--- src/rtl/sprite_arb_pkg.sv ---
// -----------------------------------------------------------------------------
// sprite_arb_pkg
// Shared definitions for the sprite RAM read arbiter.
//   - default values for NUM_REQ, ADDR_W, DATA_W, SPRITE_DEPTH, WR_BURST_MAX
//   - req_id_t : requester index, clog2(NUM_REQ) bits
//   - stage_t  : read pipeline stage tag (valid, id, err)
//   - next_ptr : round-robin pointer advance with wrap at NUM_REQ
// The typedefs are sized from the package defaults. An instance that raises
// NUM_REQ beyond 2**REQ_ID_W needs the package default raised with it.
// -----------------------------------------------------------------------------
package sprite_arb_pkg;

   localparam int NUM_REQ_DEF      = 3;
   localparam int ADDR_W_DEF       = 19;
   localparam int DATA_W_DEF       = 5;
   localparam int SPRITE_DEPTH_DEF = 1440;
   localparam int WR_BURST_MAX_DEF = 4;

   localparam int REQ_ID_W = (NUM_REQ_DEF > 1) ? $clog2(NUM_REQ_DEF) : 1;

   typedef logic [REQ_ID_W-1:0] req_id_t;

   typedef struct packed {
      logic    valid;
      req_id_t id;
      logic    err;
   } stage_t;

   // Pointer moves to the requester just after the winner, wrapping at n.
   function automatic req_id_t next_ptr(input req_id_t idx, input int n);
      return (int'(idx) >= n - 1) ? '0 : idx + 1'b1;
   endfunction

endpackage

--- src/rtl/sprite_ram_arbiter_rr_picker.sv ---
// -----------------------------------------------------------------------------
// rr_picker
// Combinational round-robin selector: scans req starting at index ptr and
// returns the first asserted request as a one-hot grant.
// Ports:
//   req   in  N      request vector
//   ptr   in  PTR_W  scan start index (expected < N)
//   grant out N      one-hot winner (all zero when no request)
//   valid out 1      a winner exists
// -----------------------------------------------------------------------------
module rr_picker #(
   parameter int N     = 3,
   parameter int PTR_W = 2
) (
   input  logic [N-1:0]     req,
   input  logic [PTR_W-1:0] ptr,
   output logic [N-1:0]     grant,
   output logic             valid
);

   int idx;

   always_comb begin
      grant = '0;
      valid = 1'b0;
      idx   = 0;
      for (int k = 0; k < N; k++) begin
         // modulo keeps the scan inside the vector even for a stray pointer
         idx = (int'(ptr) + k) % N;
         if (!valid && req[idx]) begin
            grant[idx] = 1'b1;
            valid      = 1'b1;
         end
      end
   end

endmodule

--- src/rtl/sprite_ram_arbiter.sv ---
// -----------------------------------------------------------------------------
// sprite_ram_arbiter
// Shares one sprite RAM (1-cycle registered read) between NUM_REQ readers with
// round-robin arbitration, one read per cycle, fixed 2-cycle read latency.
// Addresses >= SPRITE_DEPTH are granted but answered with rd_err=1, rd_data=0.
// Optional loader write port, enabled by macro SPRITE_ARB_WRITE_EN: writes take
// priority, but after WR_BURST_MAX consecutive writes a pending read gets one
// slot. Without the macro the write port is absent and the RAM write side is
// tied off.
// Ports:
//   Clk, Reset              clock, synchronous active-high reset
//   req, req_addr           per-requester read request / address
//   gnt                     one-hot grant, same cycle as acceptance
//   rd_valid/rd_id/rd_data/rd_err  read response, 2 cycles after grant
//   ram_read_address, ram_data_out RAM read port
//   ram_we, ram_write_address, ram_data_in  RAM write port
//   wr_req, wr_addr, wr_data, wr_ack  loader port (SPRITE_ARB_WRITE_EN only)
// -----------------------------------------------------------------------------
module sprite_ram_arbiter
   import sprite_arb_pkg::*;
#(
   parameter int NUM_REQ      = NUM_REQ_DEF,
   parameter int ADDR_W       = ADDR_W_DEF,
   parameter int DATA_W       = DATA_W_DEF,
   parameter int SPRITE_DEPTH = SPRITE_DEPTH_DEF,
   parameter int WR_BURST_MAX = WR_BURST_MAX_DEF
) (
   input  logic                           Clk,
   input  logic                           Reset,
   input  logic [NUM_REQ-1:0]             req,
   input  logic [NUM_REQ-1:0][ADDR_W-1:0] req_addr,
   output logic [NUM_REQ-1:0]             gnt,
   output logic                           rd_valid,
   output req_id_t                        rd_id,
   output logic [DATA_W-1:0]              rd_data,
   output logic                           rd_err,
   output logic [ADDR_W-1:0]              ram_read_address,
   input  logic [DATA_W-1:0]              ram_data_out,
`ifdef SPRITE_ARB_WRITE_EN
   input  logic                           wr_req,
   input  logic [ADDR_W-1:0]              wr_addr,
   input  logic [DATA_W-1:0]              wr_data,
   output logic                           wr_ack,
`endif
   output logic                           ram_we,
   output logic [ADDR_W-1:0]              ram_write_address,
   output logic [DATA_W-1:0]              ram_data_in
);

   localparam logic [ADDR_W-1:0] DEPTH_ADDR = ADDR_W'(SPRITE_DEPTH);

   req_id_t             ptr_reg;
   logic [NUM_REQ-1:0]  pick_grant;
   logic                pick_valid;
   logic                write_slot;
   logic                read_fire;
   req_id_t             sel_id;
   logic [ADDR_W-1:0]   sel_addr;
   logic                sel_err;
   logic [ADDR_W-1:0]   addr_hold_reg;
   stage_t              s1_reg;

   rr_picker #(
      .N     (NUM_REQ),
      .PTR_W (REQ_ID_W)
   ) u_picker (
      .req   (req),
      .ptr   (ptr_reg),
      .grant (pick_grant),
      .valid (pick_valid)
   );

   // A read is never granted in a write slot, so read/write collisions on the
   // same address cannot happen.
   assign read_fire = pick_valid && !write_slot && !Reset;
   assign gnt       = read_fire ? pick_grant : '0;

   always_comb begin
      sel_id   = '0;
      sel_addr = '0;
      for (int i = 0; i < NUM_REQ; i++) begin
         if (pick_grant[i]) begin
            sel_id   = req_id_t'(i);
            sel_addr = req_addr[i];
         end
      end
   end

   assign sel_err = (sel_addr >= DEPTH_ADDR);

   // Out-of-range reads keep the last good address on the RAM bus; their
   // response is forced to zero anyway.
   assign ram_read_address = Reset                   ? '0       :
                             (read_fire && !sel_err) ? sel_addr : addr_hold_reg;

   // Stage 1 tags the cycle in which the RAM is fetching; stage 2 is the
   // registered response, so data appears two cycles after the grant.
   always_ff @(posedge Clk) begin
      if (Reset) begin
         ptr_reg       <= '0;
         addr_hold_reg <= '0;
         s1_reg        <= '0;
         rd_valid      <= 1'b0;
         rd_id         <= '0;
         rd_data       <= '0;
         rd_err        <= 1'b0;
      end else begin
         if (read_fire) begin
            ptr_reg <= next_ptr(sel_id, NUM_REQ);
         end
         if (read_fire && !sel_err) begin
            addr_hold_reg <= sel_addr;
         end
         s1_reg   <= '{valid: read_fire, id: sel_id, err: sel_err};
         rd_valid <= s1_reg.valid;
         rd_id    <= s1_reg.valid ? s1_reg.id : '0;
         rd_err   <= s1_reg.valid && s1_reg.err;
         rd_data  <= (s1_reg.valid && !s1_reg.err) ? ram_data_out : '0;
      end
   end

`ifdef SPRITE_ARB_WRITE_EN
   localparam int              CNT_W   = $clog2(WR_BURST_MAX + 1);
   localparam logic [CNT_W-1:0] CNT_MAX = CNT_W'(WR_BURST_MAX);

   logic [CNT_W-1:0] wr_cnt_reg;
   logic             burst_full;

   // The counter saturates at the limit: once full, writes continue only
   // while nobody is waiting to read.
   assign burst_full        = (wr_cnt_reg == CNT_MAX);
   assign write_slot        = !Reset && wr_req && !(burst_full && (|req));
   assign wr_ack            = write_slot;
   assign ram_we            = write_slot;
   assign ram_write_address = write_slot ? wr_addr : '0;
   assign ram_data_in       = write_slot ? wr_data : '0;

   always_ff @(posedge Clk) begin
      if (Reset) begin
         wr_cnt_reg <= '0;
      end else if (write_slot) begin
         if (!burst_full) begin
            wr_cnt_reg <= wr_cnt_reg + 1'b1;
         end
      end else begin
         wr_cnt_reg <= '0;
      end
   end
`else
   assign write_slot        = 1'b0;
   assign ram_we            = 1'b0;
   assign ram_write_address = '0;
   assign ram_data_in       = '0;
`endif

endmodule

--- config.mk ---
export PLATFORM = sky130hd
export DESIGN_NAME = sprite_ram_arbiter
export DESIGN_NICKNAME = d
export VERILOG_FILES = /design/src/rtl/sprite_arb_pkg.sv /design/src/rtl/sprite_ram_arbiter_rr_picker.sv /design/src/rtl/sprite_ram_arbiter.sv
export SDC_FILE = /design/constraint.sdc
export NUM_CORES = 1
export LEC_CHECK = 0
export CORE_ASPECT_RATIO = 0.75
export CORE_MARGIN = 10
export CORE_UTILIZATION = 40
export DETAILED_ROUTE_END_ITERATION = 10
export PLACE_DENSITY = 0.95
export RECOVER_POWER = 50
export SLEW_MARGIN = 20
export SYNTH_ARGS = -nofsm -noshare
export SYNTH_HDL_FRONTEND = slang
export SYNTH_SLANG_ARGS = --single-unit
--- constraint.sdc ---
create_clock -name Clk -period 5.5 [get_ports Clk]
set_input_delay 0.55 -clock Clk [delete_from_list [all_inputs] [get_ports Clk]]
set_output_delay 0.55 -clock Clk [all_outputs]
set_load 0.01 [all_outputs]
# --- Word level (Yosys, flattened, before mapping) ---
# Cells that the tools add are included.
# W data, S select, Z words.
totals:
  reg_bits: 34
  inputBits: 67
  out_inout_bits: 56
  word_cells: 73
op_classes:
  add_sub_neg: 3
  div: 3
  order_cmp: 8
  n_mux: 30
  bitwise_logic: 4
  n_reduce_logical: 16
ops:
  columns: ["op", "count"]
  rows:
  - ["$ge A32 B1 Y1 const B", 3]
  - ["$lt A32 B4 Y1 const B", 3]
  - ["$mux W19", 5]
  - ["$mod A32 B3 Y32 const B", 2]
  - ["$mod A3 B3 Y32 const B", 1]
  - ["$ge A19 B11 Y1 const B", 1]
  - ["$mux W1", 13]
  - ["$mux W3", 4]
  - ["$logic_and A1 B1 Y1", 9]
  - ["$bmux W1 S2", 3]
  - ["$demux W1 S2", 3]
  - ["$or A3 B3 Y3", 2]
  - ["$logic_not A1 Y1", 5]
  - ["$mux W2", 2]
  - ["$reduce_or A2 Y1", 2]
  - ["$add A2 B1 Y3 const B", 1]
  - ["$add A2 B2 Y3 const B", 1]
  - ["$add A2 B1 Y2 const B", 1]
  - ["$ge A2 B2 Y1 const B", 1]
  - ["$not A1 Y1", 2]

# --- Depth between registers and ports, before layout ---
logic_depth:
  depth_word: 19
  ltp_mapped: 14
  depth_no_buf: 11

# --- Modules after synthesis ---
# A second synthesis with hierarchy kept.
hier_totals:
  hier_cells: 228
  hier_area_um2: 1999.4
by_module_without_submodules:
  columns: ["mod", "instances", "cells_each", "area_per_inst_um2", "seq_area_each_um2"]
  rows:
  - ["sprite_ram_arbiter", 1, 187, 1691.6, 680.7]
  - ["rr_picker", 1, 41, 307.8, 0.0]

# --- Least setup slack after synthesis ---
# Ideal clock, no wire load.
synth_path:
  path_kind: "reg-to-output"
  startpoint: "register ptr_reg[1]"
  endpoint: "output ram_read_address[0]"
  t_arrival_ps: 2803
  required_ps: 4950
  setup_slack_ps: 2147
  path_stages_with_launch: 14
  n_path_buf: 2
  path_cell_list: "dfxtp_1 > inv_1 > ha_1 > mux2_2 > a21oi_1 > a311oi_2 > nor2_2 > buf_6 > a311oi_2 > nor4_1 > o2111ai_2 > nand3_4 > buf_6 > mux2i_1"
synth_via:
  elab_chain_len: 19
  elab_cells_between_ends: 50
  classes_between: "add/sub (2); div (3); order compare (7); mux (26); bitwise (2); reduce/logical (10)"
synth_rtl:
  columns: ["item", "line_no", "source"]
  rows:
  - ["from (decl)", "sprite_ram_arbiter.sv:52", "req_id_t ptr_reg;"]
  - ["from (signal assigned)", "sprite_ram_arbiter.sv:109", "ptr_reg <= next_ptr(sel_id, NUM_REQ);"]
  - ["branches (longest 17 deep; another with $mod A32 B3 Y32)", null, null]
  - ["$mux W19 (*) (2 in series)", null, null]
  - ["to (decl)", "sprite_ram_arbiter.sv:37", "output logic [ADDR_W-1:0] ram_read_address,"]
# Every way passes the cells marked *. The select of a mux whose other input is x is not followed.

# --- Worst setup path after layout ---
# Same ends and word-level chain as after synthesis.

==> impl_results.md <==
- Vias per cell: 5.01
- Skew final: 0.00643 ns
- Top FF cell, synth: dfxtp_1
- CP endpoint kind: output pin
- Port Buffers: 97
- H-tree lvl count: 2
- Max reg flops: 19
- Mapped Avg Cell Area: 8.90 um^2
- CTS buffer count: 5
- Crit path max fanout: 19
- 1st-pass router iterations: 4
- Detail Route met3 WL: 765 um
- Sinks on Clock Net: 34
- Post-synth EDFFs: 0
- Status: complete, no violations
- Die W: roughly 100 um
- Sum Neg Setup Slack: 0 ns
- Core area: 4870 um^2
- Critical R2R Launch: ptr_reg[1]$_SDFFE_PP0P_
- Die ar.: 8260 um^2
- Leakage: 1.26 nW
- Antenna Cells: 0
- Min Tclk post-route: approximately 4.9 ns
- DR iter-0 viols: 118
- Post-route antenna net violation count: 0
- Yosys synthesis warning count: 0
- Slew HR: 0.0532
- DR vias: between 1,500 and 2,000
- Post-layout util: 0.615
- Data arrival time of the critical path: between 4 and 5 ns
- Clock Latency Late Sink: 0.29 ns
- Clock buffer depth: 2
- Die Y: 81.3 um
- Residual DRC: 0
- # IOs: 123
- Cell count of the worst reg-to-reg path: 11
- Area contributors post-synth: dfxtp_1, buf_4, mux2i_1, mux2_2, nand2b_1
- Post-Syn Area: 2000 um^2
- Post-cts hold buffer count: 0
- M1 WL: between 2000 and 3000 um
- Area leader, netlist: dfxtp_1
- Max Slew Vio Count: 0
- Hold Crit Class: flop to flop
- Share of cells above drive strength 1: 0.0875
- Final Cell Area: 3000 um^2
- Critical path launch point type: flop
- Slew @ Worst Pin: 1.42 ns
- DR top layer: met4
- Worst vdd ir: 0.217 mV
- Top cell type's share of synthesized area: 0.340
- Global-route wire length before repair: 9780 um
- Worst setup path category: flop to output pin
- Detailed Route WL: 6400 um
- Post-synth cell types: 44
- TritonCTS clock tree: yes
- Reg clk slew, reported paths: around 0.070 ns
- Vias in the first global route: 2,064
- Mapped Cells: 225
- Hold_sp: s1_reg[2]$_SDFF_PP0_
- Max cap viols: 0
- Post-synthesis to final-layout area growth: 49.6%
- Rows: 22
- Final setup vio count: 0
- Initial core utilization: 0.411
- Synth async-reset ratio: 0
- Worst path required time: just under 5 ns
- Reg2reg setup slack: 1.81 ns
- Post-CTS setup buffer count: 0
- DR WL/cell: 16.8 um
- Synthesized flop and latch total: 34
- Hold path depth: 1
- Met2 WL: 2930 um
- Seq/Total Area, Yosys: 0.340
- Hold Path End: rd_id[1]$_SDFF_PP0_
- Largest net degree at the start of global routing: 38
- Cts repair resizes: 0
- Fmax: 0.202 GHz
- # fillers: 420
- GRT Util Overall: 0.150
- Grt ovf: 0
- Reg2reg end: addr_hold_reg[8]$_DFF_P_
- Placer congestion estimate: 0.829
- Final Cycle Share: 0.898
- Antenna violations before repair: 0
- Clk root buf: clkbuf_8
- Nets: 390
- HPWL after DPL: approximately 5200 um
- RSZ-0062 raised after global routing: no
- PD cells: 464 nW/um^2
- Hold Vio Cnt, Final: 0
- DP Area: 2910 um^2
[layout by cell type (no fill, tap or decap), types with 8 or more instances in the layout]
master,synthesis,final
clkdlybuf4s50_1,0,85
nor2b_1,8,8
conb_1,1,25
nand2_1,13,13
nand2b_1,12,12
mux2i_1,9,8
nor2_1,17,17
nand3_1,10,10
dlygate4sd3_1,0,12
dfxtp_1,34,34
[per-layer routing]
metal,global-route usage,vias to the layer above
met4,0.0598,0
met1,0.154,855
met5,0,-
li1,-,922
met3,0.0848,13
met2,0.252,113
[how the worst max path moves through the flow]
stage / from / to / slack [ns] / cells past startpoint
2_1_floorplan: ptr_reg[1]$_SDFFE_PP0P_ / ram_read_address[0] / 2.15 / 13
3_3_place_gp: req[2] / ram_read_address[3] / 0.91 / 10
3_5_place_dp: req[0] / ram_read_address[0] / 0.78 / 11
4_1_cts: ptr_reg[1]$_SDFFE_PP0P_ / ram_read_address[0] / 0.68 / 12
5_1_grt: ptr_reg[1]$_SDFFE_PP0P_ / ram_read_address[0] / 0.23 / 11
6_report: ptr_reg[1]$_SDFFE_PP0P_ / ram_read_address[0] / 0.56 / 12
[critical path: stages (launching register included)]
cell and delay [ns]:
dfxtp_1 0.38, inv_1 0.08, ha_1 0.26, nand2b_1 0.19, a22oi_1 0.53, a311oi_2 0.13
nor2_2 0.47, a311oi_2 0.22, nor4_1 0.41, o2111ai_2 0.24, nand3_4 0.27, mux2i_1 0.32
clkdlybuf4s50_1 0.59
[area by class of cell]
cell class / count / area (um^2) / share of cell area
timing repair buffer: 99 / 982 / 0.328
multi-input combinational: 175 / 1150 / 0.383
inverter: 4 / 15.0 / 0.00501
clock buffer: 6 / 82.6 / 0.0276
sequential: 34 / 681 / 0.227
clock inverter: 2 / 12.5 / 0.00418
tap: 60 / 75.1 / 0.0251
[where the power goes]
group	total, mW	switching, mW	leakage [nW]	internal (mW)
sequential	0.329	0.0201	0.277	0.309
clock	0.193	0.0922	0.0472	0.101
combinational	0.869	0.483	0.931	0.386
[per-stage QoR]
step | cells | power [mW] | setup slack [ns] | hold WS, ns
after floorplan | 249 | 0.959 | 2.15 | 0.406
after global placement | 372 | 1.18 | 0.914 | 0.411
after detailed placement | 372 | 1.21 | 0.779 | 0.411
after CTS | 380 | 1.41 | 0.682 | 0.427
after global routing | 380 | 1.49 | 0.232 | 0.452
final | 380 | 1.39 | 0.561 | 0.427
[cell usage after synthesis, types with 2 or more instances]
master    instances
ha_1              4
a21oi_1           6
nand2b_1         12
mux2_2            7
dfxtp_1          34
nor4_1            7
nand3_1          10
nor2_1           17
a311o_1           5
a311oi_2          3
and3b_2           3
buf_6             2
and3b_1           6
buf_4            25
inv_1             4
buf_2             3
and2_1           10
nor2b_1           8
mux2i_1           9
nand2_1          13
clkbuf_1          5
nor3_1            7
a31oi_1           3
a21boi_0          2
[cells by family (layout without fill, tap and decap cells)]
group,count (synthesis),in the layout,share of synthesized area
AND/OR/NAND/NOR,100,100,0.285
buffers and inverters,40,111,0.131
flip-flops,34,34,0.340
AO/OA/AOI/OAI,29,29,0.125
multiplexers,17,17,0.0919
adder cells (fa/ha/maj),4,4,0.0250
other,1,25,0.00187
Note: power is estimated with default switching activity, not from simulation.
